==> src/rtl/writeback_queue_if.sv <==
// writeback_queue_if: memory-stage input, control-unit stalls, register-file head port and bypass lookups of the writeback queue
interface writeback_queue_if #(
    parameter int REGNO_W = 5,
    parameter int REG_W   = 32,
    parameter int DEPTH   = 4,
    parameter int CNT_W   = $clog2(DEPTH + 1)
);
    logic               exec_stall, mem_stall, fetch_stall, nullify;
    logic               valid;
    logic [REGNO_W-1:0] rd_no;
    logic [REG_W-1:0]   rd_val;
    logic               full, empty;
    logic [CNT_W-1:0]   count;
    logic               rf_we, rf_gnt;
    logic [REGNO_W-1:0] head_no;
    logic [REG_W-1:0]   head_val;
    logic [REGNO_W-1:0] rs_no, rt_no;
    logic               rs_hit, rt_hit;
    logic [REG_W-1:0]   rs_val, rt_val;
    modport master (
        output exec_stall, mem_stall, fetch_stall, nullify, valid, rd_no, rd_val, rf_gnt, rs_no, rt_no,
        input  full, empty, count, rf_we, head_no, head_val, rs_hit, rt_hit, rs_val, rt_val
    );
    modport slave (
        input  exec_stall, mem_stall, fetch_stall, nullify, valid, rd_no, rd_val, rf_gnt, rs_no, rt_no,
        output full, empty, count, rf_we, head_no, head_val, rs_hit, rt_hit, rs_val, rt_val
    );
endinterface

==> src/rtl/writeback_queue.sv <==
// writeback_queue: in-order retire queue feeding the register file write port, with youngest-match bypass lookups
module writeback_queue #(
    parameter int REGNO_W = 5,
    parameter int REG_W   = 32,
    parameter int DEPTH   = 4,
    parameter int CNT_W   = $clog2(DEPTH + 1)
) (
    input logic clk,
    input logic nrst,
    writeback_queue_if.slave wb
);
    localparam int PTR_W = $clog2(DEPTH);
    logic [REGNO_W-1:0] ent_no  [DEPTH];
    logic [REG_W-1:0]   ent_val [DEPTH];
    logic [DEPTH-1:0]   ent_vld;
    logic [PTR_W-1:0]   wr_ptr, rd_ptr, idx;
    logic [CNT_W-1:0]   count;
    logic               core_stall, push, pop;
    assign core_stall = wb.exec_stall | wb.mem_stall | wb.fetch_stall;
    assign push = wb.valid & ~core_stall & ~wb.nullify & ~wb.full & (wb.rd_no != '0);
    assign pop  = wb.rf_we & wb.rf_gnt;
    always_ff @(posedge clk or negedge nrst) begin
        if (!nrst) begin
            wr_ptr  <= '0;
            rd_ptr  <= '0;
            count   <= '0;
            ent_vld <= '0;
        end else begin
            wr_ptr <= push ? wr_ptr + PTR_W'(1) : wr_ptr;
            rd_ptr <= pop ? rd_ptr + PTR_W'(1) : rd_ptr;
            count  <= count + CNT_W'(push) - CNT_W'(pop);
            for (int k = 0; k < DEPTH; k++)
                ent_vld[k] <= (push && wr_ptr == PTR_W'(k)) || (ent_vld[k] && !(pop && rd_ptr == PTR_W'(k)));
        end
    end
    always_ff @(posedge clk) begin
        if (push) begin
            ent_no[wr_ptr]  <= wb.rd_no;
            ent_val[wr_ptr] <= wb.rd_val;
        end
    end
    assign wb.count    = count;
    assign wb.full     = count == CNT_W'(DEPTH);
    assign wb.empty    = count == '0;
    assign wb.rf_we    = count != '0;
    assign wb.head_no  = count == '0 ? '0 : ent_no[rd_ptr];
    assign wb.head_val = count == '0 ? '0 : ent_val[rd_ptr];
    // walk oldest to youngest so the last match wins
    always_comb begin
        wb.rs_hit = 1'b0;
        wb.rs_val = '0;
        wb.rt_hit = 1'b0;
        wb.rt_val = '0;
        idx       = '0;
        for (int k = 0; k < DEPTH; k++) begin
            idx = rd_ptr + PTR_W'(k);
            if (ent_vld[idx] && wb.rs_no != '0 && ent_no[idx] == wb.rs_no) begin
                wb.rs_hit = 1'b1;
                wb.rs_val = ent_val[idx];
            end
            if (ent_vld[idx] && wb.rt_no != '0 && ent_no[idx] == wb.rt_no) begin
                wb.rt_hit = 1'b1;
                wb.rt_val = ent_val[idx];
            end
        end
    end
endmodule
==> src/flat_wrapper.sv <==
// flat-port wrapper written by rule: the top's interface ports become plain ports
module writeback_queue_flat 
#(
    parameter int REGNO_W = 5,
    parameter int REG_W   = 32,
    parameter int DEPTH   = 4,
    parameter int CNT_W   = $clog2(DEPTH + 1)
)
  (clk, nrst, wb_exec_stall, wb_mem_stall, wb_fetch_stall, wb_nullify, wb_valid, wb_rd_no, wb_rd_val, wb_rf_gnt, wb_rs_no, wb_rt_no, wb_full, wb_empty, wb_count, wb_rf_we, wb_head_no, wb_head_val, wb_rs_hit, wb_rt_hit, wb_rs_val, wb_rt_val);
  writeback_queue_if #(.REGNO_W(REGNO_W), .REG_W(REG_W), .DEPTH(DEPTH), .CNT_W(CNT_W)) wb_i ();
  input logic clk;
  input logic nrst;
  input wire logic [$bits(wb_i.exec_stall)-1:0] wb_exec_stall;
  input wire logic [$bits(wb_i.mem_stall)-1:0] wb_mem_stall;
  input wire logic [$bits(wb_i.fetch_stall)-1:0] wb_fetch_stall;
  input wire logic [$bits(wb_i.nullify)-1:0] wb_nullify;
  input wire logic [$bits(wb_i.valid)-1:0] wb_valid;
  input wire logic [$bits(wb_i.rd_no)-1:0] wb_rd_no;
  input wire logic [$bits(wb_i.rd_val)-1:0] wb_rd_val;
  input wire logic [$bits(wb_i.rf_gnt)-1:0] wb_rf_gnt;
  input wire logic [$bits(wb_i.rs_no)-1:0] wb_rs_no;
  input wire logic [$bits(wb_i.rt_no)-1:0] wb_rt_no;
  output wire logic [$bits(wb_i.full)-1:0] wb_full;
  output wire logic [$bits(wb_i.empty)-1:0] wb_empty;
  output wire logic [$bits(wb_i.count)-1:0] wb_count;
  output wire logic [$bits(wb_i.rf_we)-1:0] wb_rf_we;
  output wire logic [$bits(wb_i.head_no)-1:0] wb_head_no;
  output wire logic [$bits(wb_i.head_val)-1:0] wb_head_val;
  output wire logic [$bits(wb_i.rs_hit)-1:0] wb_rs_hit;
  output wire logic [$bits(wb_i.rt_hit)-1:0] wb_rt_hit;
  output wire logic [$bits(wb_i.rs_val)-1:0] wb_rs_val;
  output wire logic [$bits(wb_i.rt_val)-1:0] wb_rt_val;
  assign wb_i.exec_stall = wb_exec_stall;
  assign wb_i.mem_stall = wb_mem_stall;
  assign wb_i.fetch_stall = wb_fetch_stall;
  assign wb_i.nullify = wb_nullify;
  assign wb_i.valid = wb_valid;
  assign wb_i.rd_no = wb_rd_no;
  assign wb_i.rd_val = wb_rd_val;
  assign wb_i.rf_gnt = wb_rf_gnt;
  assign wb_i.rs_no = wb_rs_no;
  assign wb_i.rt_no = wb_rt_no;
  assign wb_full = wb_i.full;
  assign wb_empty = wb_i.empty;
  assign wb_count = wb_i.count;
  assign wb_rf_we = wb_i.rf_we;
  assign wb_head_no = wb_i.head_no;
  assign wb_head_val = wb_i.head_val;
  assign wb_rs_hit = wb_i.rs_hit;
  assign wb_rt_hit = wb_i.rt_hit;
  assign wb_rs_val = wb_i.rs_val;
  assign wb_rt_val = wb_i.rt_val;
  writeback_queue #(.REGNO_W(REGNO_W), .REG_W(REG_W), .DEPTH(DEPTH), .CNT_W(CNT_W)) u_core (.clk(clk), .nrst(nrst), .wb(wb_i));
endmodule
==> config.mk <==
export PLATFORM = sky130hd
export DESIGN_NAME = writeback_queue_flat
export DESIGN_NICKNAME = d
export VERILOG_FILES = /design/src/rtl/writeback_queue_if.sv /design/src/rtl/writeback_queue.sv /design/src/flat_wrapper.sv
export SDC_FILE = /design/constraint.sdc
export NUM_CORES = 1
export LEC_CHECK = 0
export CORE_ASPECT_RATIO = 0.7
export CORE_MARGIN = 2
export CORE_UTILIZATION = 40
export DETAILED_ROUTE_END_ITERATION = 10
export PLACE_DENSITY_LB_ADDON = 0.3
export SYNTH_ARGS = -nofsm -noshare
export SYNTH_HDL_FRONTEND = slang
export SYNTH_SLANG_ARGS = --single-unit
export TNS_END_PERCENT = 30
==> constraint.sdc <==
create_clock -name clk -period 9.7 [get_ports clk]
set_input_delay 1.94 -clock clk [delete_from_list [all_inputs] [get_ports clk]]
set_output_delay 1.94 -clock clk [all_outputs]
set_load 0.01 [all_outputs]
==> impl_metrics.tcl <==
set metrics [dict create \
    period_minus_slack_ns 7.825 \
    drive_above_1_share_pct 25.21 \
    overflow 0 \
    syn_nets 886 \
    via_count 8269 \
    synth_adder_area_share_pct 1.254 \
    die_h_um 146.3 \
    fin_skew_ns 0.01044 \
    p_switching_mw 1.363 \
    antenna_cells 0 \
    dr.first_iter.drc_count 760 \
    power_mw 3.639 \
    hold_depth 1 \
    vias_per_cell 6.236 \
    critPathKind "reg2out" \
    power_frac_seq_pct 23.6 \
    finalHoldViolations 0 \
    design.core.area_um2 28690 \
    combinationalPowerShare_pct 58.5 \
    crit-reg2reg-capture "u_core.ent_val[0][30]" \
    grt_pass1_vias 8028 \
    power.leakage_nw 4.207 \
    synth_area_um2 11570 \
    routedWlPerCell_um 24.17 \
    rr_worst_depth 6 \
    dp_slack_ns 2.136 \
    synthSimpleGateAreaFrac_pct 9.286 \
    ff2ff_setup_slack_ns 6.68 \
    path_clk_slew_ns 0.07 \
    synth-edff-count 148 \
    min_to "u_core.ent_vld[1]" \
    hp-start "u_core.ent_vld[1]" \
    clock_power_share_pct 17.9 \
    setup_viol 0 \
    htreeDepth 4 \
    intPower_mw 2.276 \
    cts_tree "yes" \
    place.gp.congestion 0.8553 \
    maxSlewViolCount 0 \
    drt-total-wl_um 32060 \
    first_pass_iters 5 \
    worstPathArrival_ns 5.89 \
    clock_latency_ns 0.42 \
    final_nets 1001 \
    grt_pass1_wl_um 49520 \
    worst_slew_pin_slew_ns 1.127 \
    synth_top_family_by_area "multiplexers" \
    cts_setup_buffers 0 \
    crit_fanout 51 \
    hold_class "reg2reg" \
    switching_share_pct 37.45 \
    fin_setup_tns_ns 0 \
    synthXorXnorAreaFrac_pct 3.330 \
    start_kind "flip-flop" \
    syn_area_per_cell_um2 14.11 \
    clock-sinks 159 \
    pin_count 164 \
    synthDistinctLibCells 45 \
    grt_usage_pct 21.25 \
    p_per_area_nw_per_um2 259.4 \
    grt_max_degree 79 \
    ant_nets 0 \
    seq_area_frac_synth_pct 40.78 \
    async_flop_share_pct 6.918 \
    max-vdd-ir-drop_v 0.0002295 \
    rows 52 \
    hold_buffers 0 \
    rsz0062_at_grt "no" \
    synthMuxAreaShare_pct 34.54 \
    yosys_register_bits 159 \
    antenna_found_initial 0 \
    end_kind "primary output" \
    crit_required_ns 7.76 \
    final_cell_mix "clkdlybuf4s50_1 (163), mux4_2 (151), edfxtp_1 (148)" \
    synth_compound_area_share_pct 7.016 \
    cts_made_buffers 17 \
    period_share_pct 80.67 \
    cts-root-buf "clkbuf_16" \
    max_freq_mhz 127.8 \
    fin_ws_ns 1.875 \
    place.port_buffers 163 \
    drcViolationCount 0 \
    relSlewSlack_pct 24.87 \
    status "complete, no violations" \
    layout_commonest_cell "clkdlybuf4s50_1" \
    syn_inst 820 \
    ys.flop_type "edfxtp_1" \
    max-cap-violations 0 \
    regToRegStartpoint "u_core.wb.count[1]" \
    dp_hpwl_um 21030 \
    yosys_warnings 0 \
    die_w_um 207.3 \
    cts_resized 0 \
    start_util_pct 40.34 \
    syn_to_final_growth_pct 21.23 \
    fin_hold_ws_ns 0.5487 \
    cts_buffer_depth 2 \
    die-area_um2 30330 \
]
[power groups by stage]
stage               clock network (mW)  logic [mW]  registers, mW
floorplan                            0        1.63          0.819
global placement                     0        2.14          0.873
detailed placement                   0        2.14          0.875
CTS                              0.666        2.15          0.860
global route                     0.692        2.29          0.872
finish                           0.652        2.13          0.857
[stage by stage]
stage	std cells	util, %	instance area [um^2]
4_1_cts	1326	48.90	14030
3_5_place_dp	1294	46.90	13460
3_3_place_gp	1294	46.90	13460
5_1_grt	1326	48.90	14030
6_report	1326	48.90	14030
2_1_floorplan	820	-	11570
[worst max path at each step]
stage                                start             to  slack [ns]
after floorplan           u_core.rd_ptr[0]  wb_rs_val[10]        3.41
after global placement         wb_rs_no[1]  wb_rs_val[25]        2.17
after detailed placement       wb_rs_no[1]   wb_rs_val[8]        2.14
after CTS                 u_core.rd_ptr[0]   wb_rs_val[8]        1.80
after global routing      u_core.rd_ptr[0]   wb_rs_val[8]        1.49
final                     u_core.rd_ptr[0]   wb_rs_val[7]        1.87
[Yosys cell counts, drive strengths merged, types with 5 or more instances]
master | number | area share [%]
nor3 | 11 | 0.48
nor2b | 39 | 2.1
buf | 40 | 2.1
nand3b | 6 | 0.39
and2 | 5 | 0.28
mux2i | 57 | 4.9
nand3 | 12 | 0.52
dfrtp | 11 | 2.4
nand4 | 6 | 0.32
xnor2 | 38 | 2.9
ha | 10 | 1.1
nand2 | 120 | 3.9
nor2 | 13 | 0.44
a211oi | 12 | 0.78
o221ai | 54 | 5.2
xor2 | 6 | 0.45
edfxtp | 148 | 38
inv | 9 | 0.29
mux4 | 152 | 30
clkbuf | 43 | 1.4
[cells by family (layout without fill, tap and decap cells)]
family                     Yosys count  in the layout
adders and majority gates           11             11
xor gates and xnor gates            44             44
AOI/OAI and AO/OA                   81             81
buffers and inverters               92            220
muxes                              209            209
and+or+nand+nor                    224            224
DFF                                159            159
[critical path: stages, from the launching register on]
cell and delay [ns]:
dfrtp_4 0.98, inv_1 0.28, ha_4 0.72, mux4_2 0.43, xnor2_1 0.19, nand4_1 0.27
nor2_4 0.79, or3_2 0.95, o221ai_1 0.28, clkdlybuf4s50_1 0.53
[state kept, by name, indices dropped and copies added (netlist names)]
| signal | count |
|---|---|
| u_core.ent_vld | 4 |
| u_core.ent_no | 20 |
| u_core.ent_val | 128 |
| u_core.rd_ptr | 2 |
| u_core.wb.count | 3 |
| u_core.wr_ptr | 2 |
[layer usage]
| layer | part of all wire (%) | global-route usage, % | vias to the layer above |
|---|---|---|---|
| met2 | 45 | 31.75 | 431 |
| met4 | 1.0 | 4.464 | 0 |
| li1 | - | - | 3560 |
| met3 | 9.4 | 5.184 | 25 |
| met1 | 45 | 31.60 | 4253 |
| met5 | 0 | 0 | - |
[area by class of cell]
class | instances | area [um^2]
Inverter | 9 | 33.78
Fill cell | 2413 | 14660
Multi-Input combinational cell | 569 | 6471
Timing Repair Buffer | 179 | 1752
Tap cell | 378 | 473.0
Clock inverter | 15 | 148.9
Sequential cell | 159 | 4727
Clock buffer | 17 | 425.4
Power figures use the tool's default switching activity.
